==> src/rtl/sd_cic_decimator.sv <==
// Third-order CIC (sinc3) decimator for a 1-bit sigma-delta stream with runtime ratio.
// Define SD_CIC_ROUND_EN to round half up instead of truncating when scaling down.

module sd_cic_decimator #(
    parameter int OUT_W         = 16,
    parameter int RATE_LOG2_MAX = 8,
    parameter int ACC_W         = 3 * RATE_LOG2_MAX + 1
) (
    input  logic             CLK,
    input  logic             RST,
    input  logic             EN,
    input  logic             VMOD,
    input  logic [1:0]       RATE,
    input  logic             MODE,
    output logic [OUT_W-1:0] Q,
    output logic             QV
);

    localparam int CW = RATE_LOG2_MAX;
    localparam int SW = ACC_W + OUT_W;
    localparam logic [7:0] OUT_W8 = 8'(OUT_W);
    localparam logic [7:0] K_MIN = 8'(RATE_LOG2_MAX - 3);
    localparam logic [SW-1:0] U_MAX = {{ACC_W{1'b0}}, {OUT_W{1'b1}}};

    logic [ACC_W-1:0] int1_q, int1_d;
    logic [ACC_W-1:0] int2_q, int2_d;
    logic [ACC_W-1:0] int3_q, int3_d;
    logic [ACC_W-1:0] dly1_q, dly1_d;
    logic [ACC_W-1:0] dly2_q, dly2_d;
    logic [ACC_W-1:0] dly3_q, dly3_d;
    logic [ACC_W-1:0] sum_q, sum_d;
    logic [ACC_W-1:0] c1, c2, c3;
    logic [CW-1:0]    cnt_q, cnt_d;
    logic [CW-1:0]    r_max;
    logic [1:0]       settle_q, settle_d;
    logic [1:0]       rate_q, rate_d;
    logic             tick_q, tick_d;
    logic             emit1_q, emit1_d;
    logic             emit2_q, emit2_d;
    logic [OUT_W-1:0] q_q, q_d;
    logic             qv_q, qv_d;
    logic             restart;

    logic [7:0]       k;
    logic [7:0]       k3;
    logic [SW-1:0]    s_ext;
    logic [SW-1:0]    rnd;
    logic [SW-1:0]    wide;
    logic [OUT_W-1:0] u;
    logic [OUT_W-1:0] fmt;

    // A ratio change behaves like a reset that keeps the last output word.
    assign restart = (RATE != rate_q);

    always_comb begin
        k     = K_MIN + {6'd0, rate_q};
        k3    = k + k + k;
        r_max = {CW{1'b1}} >> (2'd3 - rate_q);
    end

    always_comb begin
        int1_d   = int1_q;
        int2_d   = int2_q;
        int3_d   = int3_q;
        cnt_d    = cnt_q;
        settle_d = settle_q;
        tick_d   = 1'b0;
        emit1_d  = 1'b0;
        if (EN) begin
            int1_d = int1_q + ACC_W'(VMOD);
            int2_d = int2_q + int1_d;
            int3_d = int3_q + int2_d;
            if (cnt_q == r_max) begin
                cnt_d   = '0;
                tick_d  = 1'b1;
                emit1_d = (settle_q == 2'd2);
                if (settle_q != 2'd2) begin
                    settle_d = settle_q + 2'd1;
                end
            end else begin
                cnt_d = cnt_q + CW'(1);
            end
        end
        if (restart) begin
            int1_d   = '0;
            int2_d   = '0;
            int3_d   = '0;
            cnt_d    = '0;
            settle_d = '0;
            tick_d   = 1'b0;
            emit1_d  = 1'b0;
        end
    end

    always_comb begin
        c1      = int3_q - dly1_q;
        c2      = c1 - dly2_q;
        c3      = c2 - dly3_q;
        dly1_d  = dly1_q;
        dly2_d  = dly2_q;
        dly3_d  = dly3_q;
        sum_d   = sum_q;
        emit2_d = 1'b0;
        if (tick_q) begin
            dly1_d  = int3_q;
            dly2_d  = c1;
            dly3_d  = c2;
            sum_d   = c3;
            emit2_d = emit1_q;
        end
        if (restart) begin
            dly1_d  = '0;
            dly2_d  = '0;
            dly3_d  = '0;
            sum_d   = '0;
            emit2_d = 1'b0;
        end
    end

    // Only an all-ones window reaches 2^(3k), which lands one past full scale.
    always_comb begin
        s_ext = {{OUT_W{1'b0}}, sum_q};
        rnd   = '0;
        if (k3 >= OUT_W8) begin
`ifdef SD_CIC_ROUND_EN
            if (k3 > OUT_W8) begin
                rnd = SW'(1) << (k3 - OUT_W8 - 8'd1);
            end
`endif
            wide = (s_ext + rnd) >> (k3 - OUT_W8);
        end else begin
            wide = s_ext << (OUT_W8 - k3);
        end
        u   = (wide > U_MAX) ? {OUT_W{1'b1}} : wide[OUT_W-1:0];
        fmt = MODE ? {~u[OUT_W-1], u[OUT_W-2:0]} : u;
    end

    always_comb begin
        rate_d = RATE;
        q_d    = q_q;
        qv_d   = 1'b0;
        if (emit2_q && !restart) begin
            q_d  = fmt;
            qv_d = 1'b1;
        end
    end

    always_ff @(posedge CLK) begin
        if (RST) begin
            int1_q   <= '0;
            int2_q   <= '0;
            int3_q   <= '0;
            dly1_q   <= '0;
            dly2_q   <= '0;
            dly3_q   <= '0;
            sum_q    <= '0;
            cnt_q    <= '0;
            settle_q <= '0;
            rate_q   <= '0;
            tick_q   <= 1'b0;
            emit1_q  <= 1'b0;
            emit2_q  <= 1'b0;
            q_q      <= '0;
            qv_q     <= 1'b0;
        end else begin
            int1_q   <= int1_d;
            int2_q   <= int2_d;
            int3_q   <= int3_d;
            dly1_q   <= dly1_d;
            dly2_q   <= dly2_d;
            dly3_q   <= dly3_d;
            sum_q    <= sum_d;
            cnt_q    <= cnt_d;
            settle_q <= settle_d;
            rate_q   <= rate_d;
            tick_q   <= tick_d;
            emit1_q  <= emit1_d;
            emit2_q  <= emit2_d;
            q_q      <= q_d;
            qv_q     <= qv_d;
        end
    end

    assign Q  = q_q;
    assign QV = qv_q;

endmodule
==> config.mk <==
export PLATFORM = sky130hd
export DESIGN_NAME = sd_cic_decimator
export DESIGN_NICKNAME = d
export VERILOG_FILES = /design/src/rtl/sd_cic_decimator.sv
export SDC_FILE = /design/constraint.sdc
export NUM_CORES = 1
export LEC_CHECK = 0
export CORE_UTILIZATION = 62
export DETAILED_ROUTE_END_ITERATION = 10
export PLACE_DENSITY = 0.78
export SETUP_SLACK_MARGIN = 0.4
export SLEW_MARGIN = 20
export SYNTH_ARGS = -nofsm -noshare
export SYNTH_HDL_FRONTEND = slang
export SYNTH_SLANG_ARGS = --single-unit
export TNS_END_PERCENT = 1
==> constraint.sdc <==
create_clock -name CLK -period 7.8 [get_ports CLK]
set_input_delay 1.56 -clock CLK [delete_from_list [all_inputs] [get_ports CLK]]
set_output_delay 1.56 -clock CLK [all_outputs]
set_load 0.05 [all_outputs]
**Yosys cells after proc, flatten, opt, wreduce, memory -nomap -nowiden**

Index checks and enable logic that the tools add are counted.

- Add/subtract/negate cells: 14
- Order comparisons: 2
- Eq/ne operators: 4
- Shift operators: 3
- Mux-type cells: 6
- Bitwise gates (word level): 4
- Reductions and logical operators: 7

Operators with widths:

| operator | count |
|---|---|
| $sub 25x25->25 | 3 |
| $add 25x25->25 | 2 |
| $gt 41x16->1 const B | 1 |
| $mux 41 | 1 |
| $shl 25x8->41 | 1 |
| $shr 25x8->41 | 1 |
| $mux 16 | 2 |
| $add 25x1->25 | 1 |
| $add 8x1->8 const B | 1 |
| $eq 8x8->1 | 1 |
| $mux 8 | 1 |
| $shr 8x2->8 const A | 1 |
| $sub 5x6->7 const A | 1 |
| $sub 6x5->7 const B | 1 |
| $add 5x4->6 | 1 |
| $ge 6x5->1 const B | 1 |
| $reduce_or 3->1 | 2 |
| $add 4x4->5 | 1 |
| $add 3x2->4 const A | 1 |
| $not 1->1 | 4 |
| $reduce_or 4->1 | 1 |
| $reduce_and 3->1 | 1 |
| $add 2x1->2 const B | 1 |
| $eq 2x2->1 const B | 1 |
| other kinds (7) | 8 |

- Register bits after elaboration: 207
- Input bits: 7

**Longest topological paths before layout**

Gate-level depths: netlist of the first run.

- Word-level depth: 10
- Gate-level depth with buffers: 29
- Mapped depth without buffers: 29

**Worst setup path after synthesis of the first run**

OpenSTA, ideal clock, no wires.

- Path type: input to register
- Start: input VMOD
- End: register int3_q[24]
- Setup time: 0.072 ns
- Data arrival time: 6.220 ns
- Data required time: 7.728 ns
- Setup slack: 1.508 ns
- Cell stages on the path: 25
- Cell sequence: ha_1 -> ha_1 -> and3_4 -> and3_2 -> and2_1 -> nand3_1 -> xnor2_1 -> ha_1 -> a21oi_1 -> nand2_1 -> o211a_1 -> o21a_1 -> o21ai_0 -> nor3b_1 -> nor2_1 -> ha_1 -> o21a_1 -> a2111oi_1 -> o31ai_1 -> a41oi_1 -> a21oi_1 -> a221oi_1 -> o21ai_0 -> a21oi_2 -> mux2i_1

- Longest elaborated chain between the ends: 3

RTL lines:

| what | RTL line | source |
|---|---|---|
| from (decl) | 12 | `input logic VMOD,` |
| $add 25x1->25 | 70 | `int1_d = int1_q + ACC_W'(VMOD);` |
| $add 25x25->25 | 71 | `int2_d = int2_q + int1_d;` |
| $add 25x25->25 | 72 | `int3_d = int3_q + int2_d;` |
| to (signal assigned) | 168 | `int3_q <= int3_d;` |
| to (decl) | 27 | `logic [ACC_W-1:0] int3_q, int3_d;` |

No other way between the ends.
A chain may end at the register's enable or synchronous reset.

**Final worst setup path of the first run**

Ends and elaborated chain as after synthesis.

==> results.md, run 1 <==
* Status: finished, final reports clean
* Asr flop ratio synth at 0
* Port Buffers at 23
* Actual slew at the worst max-slew pin at between 1 and 1.5 ns
* Worst min-delay path class: reg -> reg
* XOR/XNOR Fraction of Synth Area at 0.0810
* Synth Area in Simple Gates at 0.202
* Normalized max-slew margin at 0.315
* Routed WL at 36800 µm
* Final setup fails at 0
* Starting Density at 0.637
* Hold Vio Cnt, Final at 0
* Tot Pwr at 2.97 mW
* Setup_tns at 0 ns
* Yosys cell types at around 100
* Number of placed cells counting well taps at 2277
* Largest net degree at the start of global routing at 80
* Sequential power share at 0.357
* Register area share after synthesis at 0.256
* Commonest cells after routing, fill and taps aside: nor2_1, dfxtp_1, nand2_1
* Post-route cell area at about 0.017 mm²
* Root Buffer Master: clkbuf_16
* Final Cycle Share at 0.882
* Die X at 164 µm
* Antenna Cells at 0
* Cells after Synth at 2013
* Crit path DAT at between 7 and 8 ns
* Cell-internal power at 2.09 mW
* Total number of vias at 14100
* Avg Inst Size Synth at 8.04 µm²
* Vias in the first global route at about 13000
* Global-route wire length before repair at between 60000 and 70000 µm
* Reg clk slew, reported paths at 0.06 ns
* Core ar. at 0.0254 mm²
* Net count, final at 2115
* Clock sinks at 207
* CP endpoint kind: register
* Synth Cell Area at 0.0162 mm²
* Hold Path Cell Cnt at 1
* GRT Resource Usage Total at 0.272
* Fmax at 145 MHz
* CP max FO at 4
* Peak supply drop at 178 µV
* Pins Over Slew Limit at 0
* Total die area at between 0.02 and 0.03 mm²
* Post-synth top flop: dfxtp_1
* Worst r2r src: int3_q[1]
* RSZ-0062 raised after global routing: no
* Drt initial violations at 847
* Post-route insts no fill at 2321
* Worst hold path startpoint: emit1_q
* CTS Buffer Depth at 3
* H-tree depth at 1
* Switching Fraction at 0.297
* Layout cells sized above 1 at 0.0658
* Comb pwr share at 0.238
* 1st-pass router iterations at 5
* Seq cells post-synth at 207
* Antenna-violating nets left at 0
* R2r endpoint: sum_q[24]
* Pwr/cell area at 171 mW/mm²
* Congestion Overflow GR at 0
* HPWL Detailed at 26400 µm
* Row count at 58
* DP Area at 0.0165 mm²
* Post-cts resize count at 0
* Hold Path End: emit2_q
* Yosys warns at 0
* Die Ht at approximately 160 µm
* NetSw at 883 µW
* CTS tree: built
* WL/cell at ~16 µm
* Clk Latency, worst-skew pair at about 0.53 ns
* Initial antenna violation count at 0
* Post-CTS setup buffer count at 0
* Syn Nets at 2154
* Synth Area in Adders at 0.106
* WS Path Type: in -> reg
* Worst reg2reg setup slack at 1.55 ns
* Residual DRC at 0
* Clock share of power at 0.405
* Area growth syn-to-layout at 7.09%
* Vias per std cell at approximately 6.1
* R2r worst-path depth at 25
* Leak pwr at 6.85 nW
* Final Skew at 0.0194 ns
* Setup crit start kind: primary input
* IO Count at 24
* Commonest non-fill, non-tap cell in the layout: nor2_1
* Largest family of logic cells by synthesized area: compound AO/OA/AOI/OAI gates
* Mux cell area share after synthesis at 0.0974
* EDFF count, synth at 0
* WP data required at 8.26 ns
* Max-cap violations at 0
* Final worst path period need at around 6.9 ns
* CTS Hold Bufs at 0
* Compound-Gate Fraction of Synth Area at 0.202
* CTS Buf Count at 25
* Gpl congestion at 0.933
Yosys cell counts, types with 12 or more instances:
master | n | share of area
o21a_1 | 38 | 0.018
o21bai_1 | 12 | 0.0056
ha_1 | 129 | 0.10
clkbuf_1 | 58 | 0.013
mux2i_1 | 118 | 0.073
mux4_2 | 14 | 0.019
nand3_1 | 59 | 0.018
nand2_1 | 135 | 0.031
and3_1 | 21 | 0.0081
xnor2_1 | 69 | 0.037
nor2_1 | 272 | 0.063
a21o_1 | 42 | 0.019
a21oi_1 | 119 | 0.037
a31oi_1 | 24 | 0.0093
inv_1 | 115 | 0.027
xor2_1 | 77 | 0.042
buf_2 | 22 | 0.0068
a211oi_1 | 34 | 0.016
a31o_2 | 14 | 0.0076
dfxtp_1 | 207 | 0.26
or3_1 | 21 | 0.0081
nand4_1 | 20 | 0.0077
nand2b_1 | 17 | 0.0066
o21ai_0 | 69 | 0.021
o22ai_1 | 15 | 0.0058
nor3_1 | 67 | 0.021
nor2b_1 | 18 | 0.0070
critical path, stage by stage:
cell,delay (ns)
clkdlybuf4s50_1,0.54
ha_1,0.25
ha_1,0.23
and3_4,0.23
and3_2,0.21
and2_1,0.17
nand3_1,0.10
xnor2_1,0.15
ha_1,0.34
a21oi_1,0.22
nand2_1,0.10
o211a_1,0.23
o21a_1,0.18
o21ai_0,0.22
nor3b_2,0.25
nor2_1,0.06
ha_1,0.34
o21a_1,0.15
a2111oi_2,0.42
o31ai_1,0.14
a41oi_1,0.22
a21oi_1,0.16
a221oi_1,0.32
o21ai_0,0.17
a21oi_2,0.16
mux2i_1,0.19
power groups by stage:
stage / registers [mW] / logic [mW] / clock network, mW
3_3_place_gp: 1.08 / 0.682 / 0
6_report: 1.06 / 0.708 / 1.20
3_5_place_dp: 1.09 / 0.698 / 0
2_1_floorplan: 1.09 / 0.572 / 0
4_1_cts: 1.06 / 0.702 / 1.23
5_1_grt: 1.06 / 0.780 / 1.28
flip-flops by register name, indices dropped and copies added (netlist names):
name / count
int3_q: 25
Q: 16
cnt_q: 8
dly3_q: 25
settle_q: 2
tick_q: 1
int2_q: 25
QV: 1
emit1_q: 1
sum_q: 25
dly2_q: 25
emit2_q: 1
int1_q: 25
rate_q: 2
dly1_q: 25
metal layers:
| metal | vias to the layer above | global-route usage | share of wire |
|---|---|---|---|
| met3 | 90 | 0.0277 | 0.035 |
| met4 | 0 | 0.104 | 0.035 |
| met1 | 6583 | 0.316 | 0.42 |
| li1 | 7137 | - | - |
| met2 | 298 | 0.510 | 0.51 |
| met5 | - | 0 | 0 |
area by class of cell:
cell class | instances | area (µm²)
Clock buffer | 33 | 676
Clock inverter | 11 | 176
Fill cell | 2172 | 8060
Inverter | 118 | 443
Multi-Input combinational cell | 1588 | 11200
Sequential cell | 207 | 4150
Tap cell | 330 | 413
Timing Repair Buffer | 34 | 310
cells by family after synthesis:
kind of cell / count (synthesis)
muxes: 139
DFF: 207
xor gates and xnor gates: 148
buffers and inverters: 218
and+or+nand+nor: 689
AOI/OAI and AO/OA: 478
adders and majority gates: 134
metrics by stage:
stage	hold WS [ns]	util	setup slack (ns)
6_report	0.456	0.683	0.920
5_1_grt	0.478	0.683	0.419
4_1_cts	0.461	0.682	0.815
2_1_floorplan	0.437	-	1.51
3_3_place_gp	0.444	0.649	0.368
3_5_place_dp	0.452	0.649	0.277
worst max path at each step:
| stage | startpoint | endpoint | slack, ns | cells past startpoint |
|---|---|---|---|---|
| CTS | VMOD | int3_q[24] | 0.81 | 26 |
| floorplan | VMOD | int3_q[24] | 1.51 | 25 |
| global route | VMOD | int3_q[24] | 0.42 | 26 |
| finish | VMOD | int3_q[24] | 0.92 | 26 |
| detailed placement | VMOD | int3_q[24] | 0.28 | 26 |
| global placement | VMOD | int3_q[24] | 0.37 | 26 |
Power figures use the tool's default switching activity.
==> run 2: changes to the inputs <==
- PLACE_DENSITY: 0.78 -> 0.84
==> run 2 against run 1 <==
Net effect:
- sequential cell count is the same
- sequential share of layout area about the same
- final cell count grew 0.22%
- register-to-register slack got worse by 0.06 ns
- combinational power is essentially flat
- setup slack improved by 0.047 ns
- critical path depth unchanged
- largest power group unchanged
==> results.md, run 2 (synthesis results as in run 1) <==
* Setup crit start kind: primary input
* CTS Hold Bufs at 0 (unchanged)
* Actual slew at the worst max-slew pin at 1.02 ns (-0.00480 ns)
* Worst setup path start: VMOD
* R2r worst-path depth at 25 (unchanged)
* Fill count at 2071 (-4.7%)
* Total number of vias at 14200 (+0.95%)
* Worst r2r src: int3_q[1]
* Hold Path Cell Cnt at 1 (unchanged)
* Layout cells sized above 1 at 0.0681 (+0.00234)
* Row count at 58 (unchanged)
* Status: finished, final reports clean
* Cell-internal power at 2.07 mW (-0.86%)
* Comb pwr share at 0.238 (about the same)
* Pwr/cell area at 172 mW/mm² (+0.31%)
* Congestion Overflow GR at 0 (unchanged)
* Normalized max-slew margin at 0.317 (+0.00245)
* Residual DRC at 0 (unchanged)
* 1st-pass router iterations at 6 (+1)
* Leak pwr at 6.88 nW (+0.36%)
* Place WS at 0.340 ns (+0.0632 ns)
* Clock share of power at 0.407 (+0.002)
* Global-route wire length before repair at 62200 µm (+1.9%)
* Commonest non-fill, non-tap cell in the layout: nor2_1
* Antenna-violating nets left at 0 (unchanged)
* Switching Fraction at 0.306 (+0.00915)
* Antenna Cells at 0 (unchanged)
* Setup_tns at 0 ns (unchanged)
* Hold Vio Cnt, Final at 0 (unchanged)
* RSZ-0062 raised after global routing: no
* WP data required at 8.28 ns (+0.02 ns)
* NetSw at 914 µW (+3.5%)
* Final hold slack at 0.459 ns (+0.00275 ns)
* Crit path DAT at 7.31 ns (-0.03 ns)
* Post-layout util at 0.684 (+0.000985)
* R2r endpoint: sum_q[24]
* Clock sinks at 207 (unchanged)
* Slowest cell on crit path: clkdlybuf4s50_1
* Clk Latency, worst-skew pair at 0.55 ns (+0.02 ns)
* Initial antenna violation count at 0 (unchanged)
* Hold Path End: emit2_q
* WS Path Type: in -> reg
* Net count, final at 2118 (+0.14%)
* Most used cell, CP: ha_1
* Slowest cell delay on critical path at 0.53 ns (about the same)
* Final Skew at 0.0150 ns (-0.00438 ns)
* Sequential power share at 0.355 (-0.002)
* Peak supply drop at 181 µV (+1.9%)
* Final worst path period need at 6.83 ns (-0.0466 ns)
* Gpl congestion at 0.921 (-1.2%)
* Final setup fails at 0 (unchanged)
* CTS tree: built
* Tot Pwr at 2.99 mW (+0.45%)
* Max-cap violations at 0 (unchanged)
* Worst min-delay path class: reg -> reg
* WL/cell at 16.2 µm (+2.2%)
* Pins Over Slew Limit at 0 (unchanged)
* Worst hold path startpoint: emit1_q
* H-tree depth at 1 (unchanged)
* CTS Buf Count at 25 (unchanged)
* Starting Density at 0.637 (unchanged)
* Total die area at 0.0268 mm² (unchanged)
* CP endpoint kind: register
* Routed WL at 37700 µm (+2.4%)
* GRT Resource Usage Total at 0.279 (+0.00645)
* Fmax at 146 MHz (+0.68%)
* Vias in the first global route at 13700 (+3.7%)
* CP max FO at 4 (unchanged)
* Setup ws final at 0.966 ns (+0.0466 ns)
* Die Ht at 164 µm (unchanged)
* Worst reg2reg setup slack at 1.49 ns (-0.06 ns)
* Commonest cells after routing, fill and taps aside: nor2_1, dfxtp_1, nand2_1
* Largest net degree at the start of global routing at 93 (+16%)
* Reg clk slew, reported paths at 0.06 ns (about the same)
* IO Count at 24 (unchanged)
* Die X at 164 µm (unchanged)
* Root Buffer Master: clkbuf_16
* Core ar. at 0.0254 mm² (unchanged)
* CTS Buffer Depth at 3 (unchanged)
* Drt initial violations at 889 (+5.0%)
* Vias per std cell at 6.12 (+0.73%)
* Port Buffers at 23 (unchanged)
* Final Cycle Share at 0.876 (-0.00597)
* Area growth syn-to-layout at 7.24%
* HPWL Detailed at 26500 µm (+0.46%)
-- run 2: final cells by class --
| class | count | area [µm²] | share of cell area |
|---|---|---|---|
| clock buffer | 34 | 689 | 0.0397 |
| clock inverter | 12 | 165 | 0.00951 |
| inverter | 118 | 443 | 0.0255 |
| multi-input combinational | 1588 | 11200 | 0.643 |
| sequential | 207 | 4150 | 0.239 |
| tap | 330 | 413 | 0.0238 |
| timing repair buffer | 37 | 333 | 0.0192 |
-- run 2: power groups by stage --
stage | combinational (mW) | clock, mW | sequential (mW)
finish | 0.710 | 1.21 | 1.06
global route | 0.782 | 1.27 | 1.06
CTS | 0.701 | 1.23 | 1.06
detailed placement | 0.696 | 0 | 1.08
global placement | 0.682 | 0 | 1.08
floorplan | 0.572 | 0 | 1.09
-- run 2: worst max path at each step --
stage / to / slack (ns) / cells past startpoint
floorplan: int3_q[24] / 1.51 / 25
global placement: int3_q[24] / 0.40 / 26
detailed placement: int3_q[24] / 0.34 / 26
CTS: int3_q[24] / 0.80 / 26
global route: int3_q[24] / 0.46 / 26
finish: int3_q[24] / 0.97 / 26
-- run 2: metrics by stage --
stage	cells	area, µm²
6_report	2326	17400
5_1_grt	2326	17400
4_1_cts	2326	17400
3_5_place_dp	2280	16500
3_3_place_gp	2280	16500
2_1_floorplan	2013	16200
-- run 2: timing repair --
item,in CTS,in global routing
buffers inserted,0,0
gates resized for setup,0,2
setup endpoints to repair,0,1
-- run 2: worst max-delay path, delay by kind of cell --
kind / cells / cell delay (ns)
compound gates: 12 / 2.53
simple gates: 7 / 1.20
fa+ha+maj: 4 / 1.16
buf+inv: 1 / 0.53
mux: 1 / 0.20
xor+xnor: 1 / 0.15
-- run 2: per-layer routing --
metal  track usage  routed length, µm  vias up  part of all wire
met5             0                  0        -                 0
met4         0.118               1370        0             0.036
met3        0.0302               1390      100             0.037
met2         0.526              19100      314              0.51
met1         0.315              15800     6679              0.42
li1              -                  -     7149                 -
